--- config.mk ---
export PLATFORM = sky130hd
export DESIGN_NAME = weight_bank_controller_flat
export DESIGN_NICKNAME = d
export VERILOG_FILES = /design/src/rtl/weight_bank_controller_if.sv /design/src/rtl/weight_bank_controller.sv /design/src/flat_wrapper.sv
export SDC_FILE = /design/constraint.sdc
export NUM_CORES = 1
export LEC_CHECK = 0
export ABC_CLOCK_PERIOD_IN_PS = 3400
export BUFFER_PORTS_ARGS = -buffer_cell sky130_fd_sc_hd__buf_2
export CORE_MARGIN = 2
export CORE_UTILIZATION = 25
export CTS_CLUSTER_DIAMETER = 80
export DETAILED_ROUTE_END_ITERATION = 6
export HOLD_SLACK_MARGIN = 0.03
export SYNTH_ARGS = -nofsm -noshare
export SYNTH_HDL_FRONTEND = slang
export SYNTH_SLANG_ARGS = --single-unit
--- constraint.sdc ---
create_clock -name clk -period 3.4 [get_ports clk]
set_input_delay 0.68 -clock clk [delete_from_list [all_inputs] [get_ports clk]]
set_output_delay 0.68 -clock clk [all_outputs]
set_load 0.005 [all_outputs]
--- src/rtl/weight_bank_controller_if.sv ---
// weight_bank_controller_if: producer, consumer and accumulator signals of the weight bank controller
interface weight_bank_controller_if #(
    parameter int NUM_BANKS = 2,
    parameter int BSEL_W = 1,
    parameter int ADDR_W = 4
);
    logic flush;
    logic wr_valid;
    logic wr_ready;
    logic [NUM_BANKS-1:0] wr_en;
    logic [ADDR_W-1:0] wr_addr;
    logic [BSEL_W-1:0] wr_bank;
    logic run;
    logic reuse;
    logic rd_en;
    logic [ADDR_W-1:0] rd_addr;
    logic [BSEL_W-1:0] rd_bank;
    logic acc_en;
    logic acc_clear;
    logic acc_last;
    logic [NUM_BANKS-1:0] bank_full;
    modport master (
        output flush, wr_valid, run, reuse,
        input wr_ready, wr_en, wr_addr, wr_bank, rd_en, rd_addr, rd_bank,
        input acc_en, acc_clear, acc_last, bank_full
    );
    modport slave (
        input flush, wr_valid, run, reuse,
        output wr_ready, wr_en, wr_addr, wr_bank, rd_en, rd_addr, rd_bank,
        output acc_en, acc_clear, acc_last, bank_full
    );
endinterface

--- src/rtl/weight_bank_controller.sv ---
// weight_bank_controller: round-robin weight SRAM banks filled by a producer and streamed into an accumulator
module weight_bank_controller #(
    parameter int NUM_BANKS = 2,
    parameter int BSEL_W = 1,
    parameter int ADDR_W = 4,
    parameter int DEPTH = 16
) (
    input logic clk,
    input logic reset,
    weight_bank_controller_if.slave bus
);
    typedef enum logic {IDLE, READ} state_t;
    state_t state, state_next;
    logic [NUM_BANKS-1:0] bank_full, wr_onehot, rd_onehot;
    logic [ADDR_W-1:0] wr_ptr, rd_ptr;
    logic [BSEL_W-1:0] wr_bank, rd_bank, wr_bank_next, rd_bank_next;
    logic acc_en, acc_clear, acc_last;
    logic wr_fire, wr_last, rd_fire, rd_last, rd_release;

    assign bus.wr_ready = ~bank_full[wr_bank] & ~bus.flush;
    assign wr_fire = bus.wr_valid & bus.wr_ready & ~reset;
    assign wr_last = wr_ptr == ADDR_W'(DEPTH - 1);
    assign rd_fire = (state == READ) & bus.run;
    assign rd_last = rd_ptr == ADDR_W'(DEPTH - 1);
    assign rd_release = rd_fire & rd_last & ~bus.reuse;
    assign wr_onehot = NUM_BANKS'(1) << wr_bank;
    assign rd_onehot = NUM_BANKS'(1) << rd_bank;
    assign wr_bank_next = wr_bank == BSEL_W'(NUM_BANKS - 1) ? '0 : wr_bank + BSEL_W'(1);
    assign rd_bank_next = rd_bank == BSEL_W'(NUM_BANKS - 1) ? '0 : rd_bank + BSEL_W'(1);

    assign bus.wr_en = wr_fire ? wr_onehot : '0;
    assign bus.wr_addr = wr_ptr;
    assign bus.wr_bank = wr_bank;
    assign bus.rd_en = rd_fire;
    assign bus.rd_addr = rd_ptr;
    assign bus.rd_bank = rd_bank;
    assign bus.acc_en = acc_en;
    assign bus.acc_clear = acc_clear;
    assign bus.acc_last = acc_last;
    assign bus.bank_full = bank_full;

    always_ff @(posedge clk or posedge reset) begin
        if (reset) state <= IDLE;
        else state <= bus.flush ? IDLE : state_next;
    end

    // leaving READ for one cycle after every pass gives the bubble between passes
    always_comb begin
        state_next = state == IDLE ? (bus.run & bank_full[rd_bank] ? READ : IDLE)
                                   : (rd_fire & rd_last ? IDLE : READ);
    end

    always_ff @(posedge clk or posedge reset) begin
        if (reset) begin
            bank_full <= '0;
            wr_ptr <= '0;
            rd_ptr <= '0;
            wr_bank <= '0;
            rd_bank <= '0;
            acc_en <= 1'b0;
            acc_clear <= 1'b0;
            acc_last <= 1'b0;
        end else if (bus.flush) begin
            bank_full <= '0;
            wr_ptr <= '0;
            rd_ptr <= '0;
            wr_bank <= '0;
            rd_bank <= '0;
            acc_en <= 1'b0;
            acc_clear <= 1'b0;
            acc_last <= 1'b0;
        end else begin
            if (wr_fire) wr_ptr <= wr_last ? '0 : wr_ptr + ADDR_W'(1);
            if (wr_fire & wr_last) wr_bank <= wr_bank_next;
            if (rd_fire) rd_ptr <= rd_last ? '0 : rd_ptr + ADDR_W'(1);
            if (rd_release) rd_bank <= rd_bank_next;
            bank_full <= (bank_full | (wr_fire & wr_last ? wr_onehot : '0))
                         & ~(rd_release ? rd_onehot : '0);
            // SRAM data arrives one cycle after rd_en, so the accumulator controls trail by one
            acc_en <= rd_fire;
            acc_clear <= rd_fire & (rd_ptr == '0);
            acc_last <= rd_fire & rd_last;
        end
    end
endmodule

--- src/flat_wrapper.sv ---
// flat-port wrapper written by rule: the top's interface ports become plain ports
module weight_bank_controller_flat 
#(
    parameter int NUM_BANKS = 2,
    parameter int BSEL_W = 1,
    parameter int ADDR_W = 4,
    parameter int DEPTH = 16
)
  (clk, reset, bus_flush, bus_wr_valid, bus_run, bus_reuse, bus_wr_ready, bus_wr_en, bus_wr_addr, bus_wr_bank, bus_rd_en, bus_rd_addr, bus_rd_bank, bus_acc_en, bus_acc_clear, bus_acc_last, bus_bank_full);
  weight_bank_controller_if #(.NUM_BANKS(NUM_BANKS), .BSEL_W(BSEL_W), .ADDR_W(ADDR_W)) bus_i ();
  input logic clk;
  input logic reset;
  input wire logic [$bits(bus_i.flush)-1:0] bus_flush;
  input wire logic [$bits(bus_i.wr_valid)-1:0] bus_wr_valid;
  input wire logic [$bits(bus_i.run)-1:0] bus_run;
  input wire logic [$bits(bus_i.reuse)-1:0] bus_reuse;
  output wire logic [$bits(bus_i.wr_ready)-1:0] bus_wr_ready;
  output wire logic [$bits(bus_i.wr_en)-1:0] bus_wr_en;
  output wire logic [$bits(bus_i.wr_addr)-1:0] bus_wr_addr;
  output wire logic [$bits(bus_i.wr_bank)-1:0] bus_wr_bank;
  output wire logic [$bits(bus_i.rd_en)-1:0] bus_rd_en;
  output wire logic [$bits(bus_i.rd_addr)-1:0] bus_rd_addr;
  output wire logic [$bits(bus_i.rd_bank)-1:0] bus_rd_bank;
  output wire logic [$bits(bus_i.acc_en)-1:0] bus_acc_en;
  output wire logic [$bits(bus_i.acc_clear)-1:0] bus_acc_clear;
  output wire logic [$bits(bus_i.acc_last)-1:0] bus_acc_last;
  output wire logic [$bits(bus_i.bank_full)-1:0] bus_bank_full;
  assign bus_i.flush = bus_flush;
  assign bus_i.wr_valid = bus_wr_valid;
  assign bus_i.run = bus_run;
  assign bus_i.reuse = bus_reuse;
  assign bus_wr_ready = bus_i.wr_ready;
  assign bus_wr_en = bus_i.wr_en;
  assign bus_wr_addr = bus_i.wr_addr;
  assign bus_wr_bank = bus_i.wr_bank;
  assign bus_rd_en = bus_i.rd_en;
  assign bus_rd_addr = bus_i.rd_addr;
  assign bus_rd_bank = bus_i.rd_bank;
  assign bus_acc_en = bus_i.acc_en;
  assign bus_acc_clear = bus_i.acc_clear;
  assign bus_acc_last = bus_i.acc_last;
  assign bus_bank_full = bus_i.bank_full;
  weight_bank_controller #(.NUM_BANKS(NUM_BANKS), .BSEL_W(BSEL_W), .ADDR_W(ADDR_W), .DEPTH(DEPTH)) u_core (.clk(clk), .reset(reset), .bus(bus_i));
endmodule
======== Word level (Yosys, flattened, before mapping) ========
Cells that the tools add are included.
word-level totals
  flip-flop bits (word level) ............. 16
  input bits .............................. 6
  word-level logic and storage cells ...... 67
cells by class
  add/subtract/negate cells ............... 4
  magnitude comparators ................... 2
  eq/ne operators ......................... 2
  shift-type cells ........................ 2
  muxes and demuxes ....................... 27
  bitwise logic cells ..................... 16
  reduce and logical (&&, ||, !) cells .... 5
operator list
  operator                                                     number
  two-way mux 4 bit                                            6
  two-way mux 1 bit                                            17
  bitwise AND 1 bit                                            9
  adder 4 x 1 -> 4 bit (second input constant)                 2
  equality test 4 bit (second input constant)                  2
  two-way mux 2 bit                                            4
  nonzero test 2 bit                                           4
  logical NOT 4 bit                                            1
  less-than comparator 1 x 2 -> 1 bit (second input constant)  2
  NOT 1 bit                                                    4
  << shifter 1 x 1 -> 2 bit (first input constant)             2
  adder 1 bit (second input constant)                          2
  bitwise AND 2 bit                                            1
  NOT 2 bit                                                    1
  bitwise OR 2 bit                                             1

======== Longest topological paths before layout ========
  depth after elaboration ................. 11
  mapped depth ............................ 5

======== Worst setup path after synthesis ========
OpenSTA, ideal clock, no wires.
  kind .................................... in2out
  start point ............................. input port bus_flush
  end point ............................... output port bus_wr_en[0]
  arrival time ............................ 1.452 ns
  path slack .............................. 1.268 ns
  cell stages on the path ................. 4
  path buffers ............................ 2
  path through ............................ buf_6 -> or3b_1 -> clkbuf_2 -> nor3_1
between the ends
  word-level cells in the longest chain between the ends .. 5
ends and longest elaborated chain
  element                         line                          RTL
  start: declaration              flat_wrapper.sv:13            input wire logic [$bits(bus_i.flush)-1:0] bus_flush;
  NOT 1 bit                       weight_bank_controller.sv:20  assign bus.wr_ready = ~bank_full[wr_bank] & ~bus.flush;
  bitwise AND 1 bit               weight_bank_controller.sv:20
  bitwise AND 1 bit (2 in a row)  weight_bank_controller.sv:21  assign wr_fire = bus.wr_valid & bus.wr_ready & ~reset;
  two-way mux 2 bit               weight_bank_controller.sv:31  assign bus.wr_en = wr_fire ? wr_onehot : '0;
  end: declaration                flat_wrapper.sv:18            output wire logic [$bits(bus_i.wr_en)-1:0] bus_wr_en;
No other way between the ends.

======== Final worst setup path ========
  start point ............................. input port bus_flush
  end point ............................... output port bus_wr_en[1]
Same word-level chain as after synthesis.

==> metrics.txt <==
# TYPE chip_impl_metric gauge
chip_impl_info{name="status",value="finished clean"} 1
chip_impl_info{name="crit_slowest_cell",value="sky130_fd_sc_hd__or3b_1"} 1
chip_impl_metric{name="synthesis.nets",unit=""} 94
chip_impl_metric{name="row_count",unit=""} 20
chip_impl_metric{name="clock_tree.htree_level_count",unit=""} 1
chip_impl_metric{name="yosysUniqueCellTypes",unit=""} 27
chip_impl_metric{name="power-per-cell-area",unit="nW/um^2"} 330.1
chip_impl_metric{name="pin_count",unit=""} 25
chip_impl_metric{name="syn-instance-count",unit=""} 85
chip_impl_metric{name="simple_gate_fraction_of_synth_area",unit=""} 0.2076
chip_impl_metric{name="max-slew-margin-rel",unit=""} 0.6001
chip_impl_info{name="cts_tree",value="done"} 1
chip_impl_metric{name="synth.yosys.seq_area_share",unit=""} 0.4848
chip_impl_metric{name="grt_overflow",unit=""} 0
chip_impl_metric{name="layout_worst_path_cycle_share",unit=""} 0.6994
chip_impl_metric{name="post_layout_nonfiller_instances",unit=""} 154
chip_impl_info{name="critPathKind",value="in2out"} 1
chip_impl_metric{name="synth_to_layout_area_growth",unit="%"} 23.18
chip_impl_metric{name="avgRoutedWirePerCell",unit="microns"} 11.82
chip_impl_metric{name="resized_after_cts",unit=""} 0
chip_impl_metric{name="detailedRoute.firstIterationViolations",unit=""} 102
chip_impl_metric{name="dp_cell_count",unit=""} 150
chip_impl_metric{name="antenna-diode-count",unit=""} 0
chip_impl_metric{name="worst_ep_required_time",unit="ps"} 2720
chip_impl_metric{name="first_global_vias",unit=""} 626
chip_impl_info{name="cp-start-kind",value="primary input"} 1
chip_impl_metric{name="final_hold_viol_count",unit=""} 0
chip_impl_metric{name="stdcell_area",unit="sq um"} 1017
chip_impl_metric{name="synth_xor_xnor_area_share",unit=""} 0.02121
chip_impl_metric{name="detailedRoute.firstPassIterationCount",unit=""} 4
chip_impl_metric{name="pin_count_of_the_biggest_net_entering_global_routing",unit=""} 20
chip_impl_metric{name="rrSetupSlack",unit="ps"} 1760
chip_impl_metric{name="max_cap_violations",unit=""} 0
chip_impl_metric{name="starting_utilization_of_the_core_area",unit=""} 0.2661
chip_impl_metric{name="finalWorstPathRequiredPeriod",unit="ps"} 2378
chip_impl_metric{name="finalWirelength",unit="microns"} 1821
chip_impl_metric{name="compound_gate_fraction_of_synth_area",unit=""} 0.1242
chip_impl_metric{name="totalNegativeSetupSlack",unit="ps"} 0
chip_impl_metric{name="combined_flip_flop_and_latch_cell_area",unit="sq um"} 400.4
chip_impl_metric{name="worst_reg_to_reg_path_cell_count",unit=""} 3
chip_impl_info{name="cp-end-kind",value="output pin"} 1
chip_impl_metric{name="clock_path_buffers",unit=""} 2
chip_impl_metric{name="cpPeakStageDelay",unit="ps"} 490
chip_impl_info{name="critical_path.cell_chain",value="buf_2 -> or3b_1 -> nor3_1 -> buf_2"} 1
chip_impl_info{name="timing.critical_path.mode_cell",value="sky130_fd_sc_hd__buf_2"} 1
chip_impl_metric{name="vias",unit=""} 735
chip_impl_metric{name="grt_antenna_before_repair",unit=""} 0
chip_impl_metric{name="synth_warnings",unit=""} 0
chip_impl_metric{name="syn_avg_cell_area",unit="sq um"} 9.715
chip_impl_metric{name="finalPower",unit="mW"} 0.3358
chip_impl_metric{name="timing.final.setup_violations",unit=""} 0
chip_impl_metric{name="finalMaxSlewViolations",unit=""} 0
chip_impl_metric{name="post-cts-setup-buffer-count",unit=""} 0
chip_impl_metric{name="cp_data_arrival_time",unit="ps"} 1700
chip_impl_metric{name="dieHeight",unit="microns"} 61.48
chip_impl_metric{name="holdBufCountCts",unit=""} 0
chip_impl_metric{name="detailedPlacementHpwl",unit="microns"} 1376
chip_impl_info{name="dominant_combinational_cell_family_by_area_after_synthesis",value="simple AND/OR/NAND/NOR gates"} 1
chip_impl_metric{name="detail_route.drc_violations",unit=""} 0
chip_impl_metric{name="core_area",unit="sq um"} 3103
chip_impl_info{name="rr_startpoint",value="u_core.bus.wr_bank"} 1
chip_impl_info{name="grt_setup_unrepaired",value="no"} 1
chip_impl_metric{name="filler_cell_count",unit=""} 352
chip_impl_metric{name="multi_input_comb_area",unit="sq um"} 382.9
chip_impl_metric{name="finalClockSkew",unit="ps"} 2.055
chip_impl_metric{name="numPortBuffers",unit=""} 24
chip_impl_metric{name="critical_path.max_fanout",unit=""} 19
chip_impl_metric{name="drive_gt1_frac",unit=""} 0.2909
chip_impl_metric{name="place_congestion",unit=""} 0.7857
chip_impl_info{name="holdCritPathClass",value="in2async"} 1
chip_impl_metric{name="grt_pass1_wl",unit="microns"} 2835
chip_impl_metric{name="area_of_the_die",unit="sq um"} 3779
chip_impl_info{name="worst_r2r_endpoint",value="u_core.bus.wr_addr[3]"} 1
chip_impl_metric{name="timing_worst_slew_pin_value",unit="ps"} 599.2
chip_impl_metric{name="share_of_cell_area_taken_by_muxes_after_synthesis",unit=""} 0.06515
chip_impl_metric{name="post_drt_via_cell_ratio",unit=""} 4.773
chip_impl_metric{name="clkSinkCount",unit=""} 16
chip_impl_metric{name="fmax",unit="GHz"} 0.4205
chip_impl_metric{name="source_to_sink_clock_delay_at_the_later_pin_of_the_worst_skew_pair",unit="ps"} 290
chip_impl_metric{name="combined_global_route_utilization_of_all_metal_layers",unit=""} 0.1039
chip_impl_metric{name="post_synth_instance_area",unit="sq um"} 825.8
chip_impl_metric{name="width_of_the_die",unit="microns"} 61.48
chip_impl_metric{name="finish.net_count",unit=""} 120
chip_impl_metric{name="vdd.ir_drop.worst",unit="mV"} 0.09365
chip_impl_metric{name="post_synthesis_share_of_cell_area_spent_on_full_adders_half_adders_and_majority_gates",unit=""} 0.04545
chip_impl_metric{name="power.leakage",unit="nW"} 0.5030
chip_impl_metric{name="ant_nets",unit=""} 0
chip_impl_metric{name="clk_pin_slew_worst_paths",unit="ps"} 90
chip_impl_metric{name="total_of_flip_flops_plus_latches_after_synthesis",unit=""} 16
chip_impl_info{name="ctsRootBufferMaster",value="sky130_fd_sc_hd__clkbuf_4"} 1
chip_impl_metric{name="placedInstanceArea",unit="sq um"} 980.9
chip_impl_metric{name="tritoncts.num_buffers",unit=""} 3
[report_power, final]
part	total (mW)	internal, mW	switching, mW
logic	0.0174	0.00560	0.0118
clock network	0.127	0.0653	0.0613
registers	0.192	0.191	0.000972
total	0.336	0.262	0.0741
[synth_stat cells]
library cell / instances / area [sq um]
sky130_fd_sc_hd__a211oi_1: 1 / 7.510
sky130_fd_sc_hd__a21oi_1: 8 / 40.04
sky130_fd_sc_hd__a31oi_1: 2 / 12.51
sky130_fd_sc_hd__and3_1: 2 / 12.51
sky130_fd_sc_hd__buf_6: 1 / 11.26
sky130_fd_sc_hd__clkbuf_1: 1 / 3.750
sky130_fd_sc_hd__clkbuf_2: 1 / 5.000
sky130_fd_sc_hd__dfrtp_1: 16 / 400.4
sky130_fd_sc_hd__ha_1: 3 / 37.54
sky130_fd_sc_hd__inv_1: 6 / 22.52
sky130_fd_sc_hd__mux2_2: 3 / 33.78
sky130_fd_sc_hd__mux2i_1: 2 / 20.02
sky130_fd_sc_hd__nand2_1: 2 / 7.510
sky130_fd_sc_hd__nand2b_1: 1 / 6.260
sky130_fd_sc_hd__nand3_1: 8 / 40.04
sky130_fd_sc_hd__nor2_1: 8 / 30.03
sky130_fd_sc_hd__nor3_1: 6 / 30.03
sky130_fd_sc_hd__nor3b_1: 1 / 7.510
sky130_fd_sc_hd__nor4_1: 1 / 6.260
sky130_fd_sc_hd__o21ai_0: 3 / 15.01
sky130_fd_sc_hd__o21ba_2: 1 / 10.01
sky130_fd_sc_hd__o31a_1: 1 / 8.760
sky130_fd_sc_hd__o41ai_1: 1 / 8.760
sky130_fd_sc_hd__or3b_1: 1 / 8.760
sky130_fd_sc_hd__or4_1: 3 / 22.52
sky130_fd_sc_hd__xnor2_1: 1 / 8.760
sky130_fd_sc_hd__xor2_1: 1 / 8.760
[layout make-up]
| class | count | area share |
|---|---|---|
| clock buffer | 4 | 0.03567 |
| inverter | 6 | 0.02214 |
| multi-input combinational | 60 | 0.3764 |
| sequential | 16 | 0.3936 |
| tap | 44 | 0.05412 |
| timing repair buffer | 24 | 0.1181 |
[worst max-delay path, delay by kind of cell]
| family | cells | cell delay [ps] |
|---|---|---|
| buffers and inverters | 2 | 350 |
| and+or+nand+nor | 2 | 660 |
[stage by stage]
stage	setup slack [ps]	utilization	hold slack (ps)
6_report	1022	0.3278	463.3
5_1_grt	945.3	0.3278	528.1
4_1_cts	1032	0.3278	477.6
3_5_place_dp	1036	0.3161	550.4
3_3_place_gp	1084	0.3161	536.2
2_1_floorplan	1268	-	520.4
[state kept, by name, indices dropped and copies added (netlist names)]
| name | count |
|---|---|
| u_core.state | 1 |
| u_core.bus.acc_last | 1 |
| u_core.bus.bank_full | 2 |
| u_core.bus.wr_bank | 1 |
| u_core.bus.acc_clear | 1 |
| u_core.bus.acc_en | 1 |
| u_core.bus.rd_addr | 4 |
| u_core.bus.wr_addr | 4 |
| u_core.bus.rd_bank | 1 |
[metal layers]
metal | wire (microns) | up-vias | global-route usage
met5 | 0 | - | 0
met4 | 38 | 0 | 0.05471
met3 | 141 | 5 | 0.01891
met2 | 825 | 34 | 0.1641
met1 | 816 | 339 | 0.1353
li1 | - | 357 | -
[worst max path at each step]
| stage | endpoint | from | cells past startpoint | slack, ps |
|---|---|---|---|---|
| 2_1_floorplan | bus_wr_en[0] | bus_flush | 4 | 1270 |
| 3_3_place_gp | bus_wr_en[1] | bus_flush | 4 | 1080 |
| 3_5_place_dp | bus_wr_en[0] | bus_flush | 4 | 1040 |
| 4_1_cts | bus_wr_en[0] | bus_flush | 4 | 1030 |
| 5_1_grt | bus_wr_en[1] | bus_flush | 4 | 950 |
| 6_report | bus_wr_en[1] | bus_flush | 4 | 1020 |
[cell families (layout without fill, tap and decap cells)]
group / after synthesis / after routing
and+or+nand+nor: 33 / 33
adders and majority gates: 3 / 3
buffers and inverters: 9 / 34
xor gates and xnor gates: 2 / 2
DFF: 16 / 16
muxes: 5 / 5
AOI/OAI and AO/OA: 17 / 17
[cells in the final DEF (no fill, tap or decap), drive strengths merged, types with 3 or more instances in the layout]
| master | n |
|---|---|
| buf | 24 |
| nor2 | 8 |
| o21ai | 3 |
| nor3 | 6 |
| dfrtp | 16 |
| nand3 | 8 |
| ha | 3 |
| clkbuf | 4 |
| or4 | 3 |
| inv | 6 |
| a21oi | 8 |
| mux2 | 3 |
Note: power is estimated with default switching activity, not from simulation.
